### src/rtl/jtkunio_mcu_comm_pkg.sv
// Shared definitions for the Kunio main-CPU <-> protection-MCU mailbox.
// Holds the status bit positions seen on cabinet input port 2, the I/O
// offset the main decoder uses for the mailbox slot, and the access type.
package jtkunio_mcu_comm_pkg;

  // Bit positions of the two full flags in mcu_st / ovr
  localparam int MCU_ST_M2S = 0;
  localparam int MCU_ST_S2M = 1;

  // Offset of the mailbox within the main CPU I/O block
  localparam logic [3:0] MCU_IO_OFFSET = 4'd4;

  // One qualified access to a single mailbox latch
  typedef struct packed {
    logic wr;
    logic rd;
  } mbox_acc_t;

  // Gate raw write/read requests with the owning CPU's cycle enable
  function automatic mbox_acc_t qualify(input logic cen, input logic wr, input logic rd);
    mbox_acc_t acc;
    acc.wr = cen & wr;
    acc.rd = cen & rd;
    return acc;
  endfunction

endpackage

### src/rtl/jtkunio_mcu_latch.sv
// One direction of the mailbox: an 8-bit one-deep latch with a full flag
// and a sticky overrun flag. A write and a read on the same edge resolve
// in favour of the write: new data, flag stays set, no overrun.
module jtkunio_mcu_latch #(
  parameter logic [7:0] RST_DATA = 8'h00
) (
  input  logic       clk,
  input  logic       rst_n,
  input  logic       wr,
  input  logic       rd,
  input  logic [7:0] din,
  output logic [7:0] dout,
  output logic       full,
  output logic       ovr
);

  logic [7:0] data_q, data_d;
  logic       full_q, full_d;
  logic       ovr_q,  ovr_d;

  // Next-state: write loads data and sets full, read alone clears full
  always_comb begin
    // NOTE: every combinational output gets a default first so no path leaves it unassigned (no inferred latch).
    data_d = data_q;
    full_d = full_q;
    ovr_d  = ovr_q;
    if (wr) begin
      data_d = din;
      full_d = 1'b1;
      // Overwriting unread data is an overrun unless the reader takes it this same edge
      if (full_q && !rd) ovr_d = 1'b1;
    end else if (rd) begin
      full_d = 1'b0;
    end
  end

  // State registers, cleared asynchronously
  always_ff @(posedge clk or negedge rst_n) begin
    if (!rst_n) begin
      // NOTE: the data register is a single word, so it is reset to a known value; resetting is cheap here unlike a RAM array.
      data_q <= RST_DATA;
      full_q <= 1'b0;
      ovr_q  <= 1'b0;
    end else begin
      // NOTE: non-blocking assignments so every flop samples pre-edge values.
      data_q <= data_d;
      full_q <= full_d;
      ovr_q  <= ovr_d;
    end
  end

  assign dout = data_q;
  assign full = full_q;
  assign ovr  = ovr_q;

endmodule

### src/rtl/jtkunio_mcu_comm.sv
// Kunio main 6502 <-> protection MCU mailbox. The top only qualifies the
// accesses of each CPU with its cycle enable and maps the two latches onto
// the status, interrupt and overrun outputs.
module jtkunio_mcu_comm
  import jtkunio_mcu_comm_pkg::*;
#(
  parameter logic [7:0] RST_DATA = 8'h00
) (
  input  logic       clk,
  input  logic       rst_n,
  input  logic       main_cen,
  input  logic       main_cs,
  input  logic       main_rnw,
  input  logic [7:0] main_din,
  output logic [7:0] main_dout,
  output logic [1:0] mcu_st,
  input  logic       mcu_cen,
  input  logic       mcu_rd,
  input  logic       mcu_wr,
  input  logic [7:0] mcu_din,
  output logic [7:0] mcu_dout,
  output logic       mcu_irq_n,
  output logic [1:0] ovr
);

  mbox_acc_t main_acc;
  mbox_acc_t mcu_acc;
  logic      m2s_full, s2m_full;
  logic      m2s_ovr,  s2m_ovr;

  // One access per enabled edge; main_cs held across several edges counts only on main_cen
  always_comb begin
    main_acc = qualify(main_cen & main_cs, ~main_rnw, main_rnw);
    mcu_acc  = qualify(mcu_cen, mcu_wr, mcu_rd);
  end

  // Main -> MCU direction
  jtkunio_mcu_latch #(.RST_DATA(RST_DATA)) u_m2s (
    .clk   (clk),
    .rst_n (rst_n),
    .wr    (main_acc.wr),
    .rd    (mcu_acc.rd),
    .din   (main_din),
    .dout  (mcu_dout),
    .full  (m2s_full),
    .ovr   (m2s_ovr)
  );

  // MCU -> main direction
  jtkunio_mcu_latch #(.RST_DATA(RST_DATA)) u_s2m (
    .clk   (clk),
    .rst_n (rst_n),
    .wr    (mcu_acc.wr),
    .rd    (main_acc.rd),
    .din   (mcu_din),
    .dout  (main_dout),
    .full  (s2m_full),
    .ovr   (s2m_ovr)
  );

  // Status, overrun and interrupt mapping
  always_comb begin
    mcu_st             = 2'b00;
    ovr                = 2'b00;
    mcu_st[MCU_ST_M2S] = m2s_full;
    mcu_st[MCU_ST_S2M] = s2m_full;
    ovr[MCU_ST_M2S]    = m2s_ovr;
    ovr[MCU_ST_S2M]    = s2m_ovr;
    mcu_irq_n          = ~m2s_full;
  end

endmodule

### config.mk
export PLATFORM = sky130hd
export DESIGN_NAME = jtkunio_mcu_comm
export DESIGN_NICKNAME = d
export VERILOG_FILES = /design/src/rtl/jtkunio_mcu_comm_pkg.sv /design/src/rtl/jtkunio_mcu_latch.sv /design/src/rtl/jtkunio_mcu_comm.sv
export SDC_FILE = /design/constraint.sdc
export NUM_CORES = 1
export LEC_CHECK = 0
export ABC_AREA = 1
export BUFFER_PORTS_ARGS = -buffer_cell sky130_fd_sc_hd__buf_2
export CAP_MARGIN = 10
export CORE_MARGIN = 3
export CORE_UTILIZATION = 35
export CTS_BUF_LIST = sky130_fd_sc_hd__clkbuf_4
export DETAILED_ROUTE_END_ITERATION = 10
export PLACE_DENSITY = 0.72
export SKIP_CTS_REPAIR_TIMING = 1
export SYNTH_ARGS = -nofsm -noshare
export SYNTH_HDL_FRONTEND = slang
export SYNTH_HIERARCHICAL = 1
export SYNTH_SLANG_ARGS = --single-unit
### constraint.sdc
create_clock -name clk -period 1 [get_ports clk]
set_input_delay 0.1 -clock clk [delete_from_list [all_inputs] [get_ports clk]]
set_output_delay 0.1 -clock clk [all_outputs]
set_load 0.01 [all_outputs]
=== After elaboration in Yosys (flattened, before gate mapping) ===
Cells that the tools add are included.

* Bits in registers: 20
* Output and inout bits: 21
* Word-level logic and storage cells: 25

* Muxes and demuxes: 4
* Bitwise gates (word level): 7
* Reduce and logical (&&, ||, !) cells: 8

{| class="wikitable"
|+ Operators by type and width
! cell !! count
|-
| 1-bit AND || 5
|-
| 1-bit 2-to-1 mux || 4
|-
| 2-bit AND reduction || 2
|-
| 2-bit nonzero test || 2
|-
| 1-bit logical AND || 2
|-
| 1-bit zero test || 2
|-
| 1-bit NOT || 2
|}

=== Depth between registers and ports, before layout ===
* Depth in word-level cells: 5
* Mapped depth: 6

=== Hierarchy ===
Netlist, hierarchy kept.

{| class="wikitable"
|+ By module, submodules not included
! module !! instances !! cells an instance !! area an instance (µm²)
|-
| jtkunio_mcu_latch || 2 || 42 || 391.6
|-
| jtkunio_mcu_comm || 1 || 13 || 63.8
|}

=== Worst setup path after synthesis ===
No wires, ideal clock.

* Path type: input-to-reg
* Start point: in main_cen
* End point: reg u_m2s.data_q[0] (netlist: u_m2s/dout[0])
* Data arrival time: 0.534 ns
* Data required time: 0.883 ns
* Slack: 0.350 ns
* Stages: 6
* Cell sequence: nand2_1 -> nor2_1 -> buf_6 -> inv_8 -> nand2_1 -> nand2_1

{| class="wikitable"
|+ RTL lines
! item !! line !! source
|-
| from (decl) || jtkunio_mcu_comm.sv:11 || <nowiki>input logic main_cen,</nowiki>
|-
| to (signal assigned) || jtkunio_mcu_latch.sv:46 || <nowiki>data_q <= data_d;</nowiki>
|-
| to (decl) || jtkunio_mcu_latch.sv:17 || <nowiki>logic [7:0] data_q, data_d;</nowiki>
|}

=== Worst setup path in the final report ===
* Start point: reg u_m2s.full_q (netlist: u_m2s/full)
* End point: out mcu_irq_n

* Cells in the longest elaborated chain, start to end: 1

{| class="wikitable"
|+ RTL lines
! item !! line !! source
|-
| from (decl) || jtkunio_mcu_latch.sv:18 || <nowiki>logic full_q, full_d;</nowiki>
|-
| from (signal assigned) || jtkunio_mcu_latch.sv:47 || <nowiki>full_q <= full_d;</nowiki>
|-
| 1-bit NOT || jtkunio_mcu_comm.sv:69 || <nowiki>mcu_irq_n = ~m2s_full;</nowiki>
|-
| to (decl) || jtkunio_mcu_comm.sv:22 || <nowiki>output logic mcu_irq_n,</nowiki>
|}

No other way between the ends.

==> metrics.yaml <==
status: "finished with violations"
violations: "negative hold slack"
finalClockSkew_ns: 0.000133
insertion_delay_ns: 0.29
die_h_um: 55.2
synthAdderAreaFrac: 0
drt_iter0_markers: 8
crit_type: "register to output pin"
place_congestion: 0.725
seq_area_frac_synth: 0.591
drv.max_cap_violation_count: 0
drv_slew: 0
drt_wl_total_um: 1780
viasPerCell: 4.22
synth_top_family_by_area: "simple AND/OR/NAND/NOR gates"
swShare: 0.290
setup_viol: 0
peakVddDrop_mv: 0.769
grt_pass1_wl_um: 2500
yosysWarnings: 6
fillCellCount: 222
grt_overflow: 0
rsz0062_at_grt: "yes"
clkSinkCount: 20
p_int_mw: 1.23
placed_cell_area_sq_um: 1060
ys_seq_elements: 20
power_switching_mw: 0.503
synth_compound_area_frac: 0
startpoint_type: "register"
clock-root-buffer: "clkbuf_4"
layout_min_cycle_time_ns: 0.992
tightest_slew_ns: 0.432
cp_max_fo: 4
antenna_left: 0
synthSimpleGateAreaFrac: 0.285
syn_area_per_cell_sq_um: 8.73
synth.mux.area_fraction: 0
num_antenna_cells: 0
end_kind: "output pin"
clk_pin_slew_ns: 0.11
port_buffers: 44
core-area_sq_um: 2250
syn_inst: 97
drive_gt1_frac: 0.382
p_leak_nw: 0.680
seqPwrFrac: 0.559
dpl_worst_slack_ns: 0.196
wire_per_inst_um: 10.4
netlist_area_sq_um: 847
first_pass_iters: 3
synth_nets: 121
dp_hpwl_um: 1370
synth-xor-area-share: 0
final_area_sq_um: 1120
first_global_vias: 613
p_comb_frac: 0.221
die_area_sq_um: 3050
rows: 17
drc: 0
clkPwrFrac: 0.220
tritoncts: "done"
cts_buffers: 3
max_slew_margin: 0.712
clk_path_buf_depth: 2
cellPowerDensity_nw_per_um2: 1540
grtUsageTotal: 0.116
hold_viol: 3
vias: 725
ys_types: 9
min-delay-path-class: "primary input to register"
nets: 169
layout_setup_ws_ns: 0.00811
area_growth_pct: 32.8
timing.final.crit_share: 0.992
start_util: 0.376
max_freq_ghz: 1.01
grt_max_degree: 21
whs_ns: -0.00157
required_ns: 0.90
fp.dieW_um: 55.2
antenna_found_initial: 0
pin_count: 45
crit_arrival_ns: 0.89
cts_max_level: 1
## state kept, by name (all words and copies together) (netlist names)
signal      cells
u_m2s/dout      8
u_m2s/full      1
u_m2s/ovr       1
u_s2m/dout      8
u_s2m/full      1
u_s2m/ovr       1
## power groups by stage
stage / sequential [mW] / combinational (mW) / clock [mW]
final: 0.968 / 0.383 / 0.380
after global routing: 0.981 / 0.430 / 0.425
after CTS: 0.971 / 0.367 / 0.399
after detailed placement: 0.986 / 0.367 / 0
after global placement: 0.982 / 0.357 / 0
after floorplan: 1.03 / 0.143 / 0
## per-stage QoR
stage / util / setup TNS [ns] / std cells / total power, mW
after floorplan: - / 0 / 97 / 1.17
after global placement: 0.472 / 0 / 165 / 1.34
after detailed placement: 0.472 / 0 / 165 / 1.35
after CTS: 0.484 / -0.0113 / 169 / 1.74
after global routing: 0.499 / -0.0811 / 172 / 1.84
final: 0.499 / 0 / 172 / 1.73
## placed cells by master, fill, tap and decap left out, drive strengths merged
master | netlist | layout
nand2 | 57 | 57
buf | 6 | 47
dfrtp | 20 | 20
inv | 8 | 8
clkbuf | 0 | 3
clkinv | 2 | 3
nor2 | 2 | 2
dlygate4sd3 | 0 | 2
nand3 | 2 | 2
## per-layer routing
metal,global-route usage,up-vias,share of wire
met5,0,-,0
met1,0.138,316,0.43
li1,-,375,-
met4,0.0486,0,0
met3,0.0268,0,0.12
met2,0.199,34,0.45
## kinds of logic after synthesis
kind of cell / count (synthesis)
and+or+nand+nor: 61
DFF: 20
buffers and inverters: 16
## final timing paths
check | startpoint | end | slack (ns) | depth (start not counted)
min | mcu_din[5] | u_s2m/dout[5] | -0.002 | 3
max | u_m2s/full | mcu_irq_n | 0.008 | 2
min reg2reg | u_s2m/ovr | u_s2m/ovr | 0.47 | 2
max in group asynchronous | rst_n | u_s2m/dout[7] | 0.44 | 2
max reg2reg | u_m2s/full | u_m2s/ovr | 0.21 | 3
min in group asynchronous | rst_n | u_s2m/dout[0] | 0.26 | 2
## cell type report
cell class	instances	area, sq um	share of cell area
clock inverter	1	3.75	0.00334
inverter	10	52.6	0.0467
sequential	20	500	0.445
tap	28	35.0	0.0311
timing repair buffer	49	269	0.239
multi-input combinational	61	241	0.215
clock buffer	3	22.5	0.0200
## worst max-delay path: stages (launching register included)
cell	delay [ns]
dfrtp_1	0.44
inv_2	0.07
buf_6	0.09
## synthesized netlist by cell type
cell | instances | area [sq um]
nand2_1 | 57 | 214
buf_4 | 4 | 30.0
inv_1 | 6 | 22.5
nor2_1 | 2 | 7.51
nand3_2 | 2 | 20.0
buf_6 | 2 | 22.5
dfrtp_1 | 20 | 500
inv_8 | 2 | 22.5
clkinv_1 | 2 | 7.51
Power figures use the tool's default switching activity.
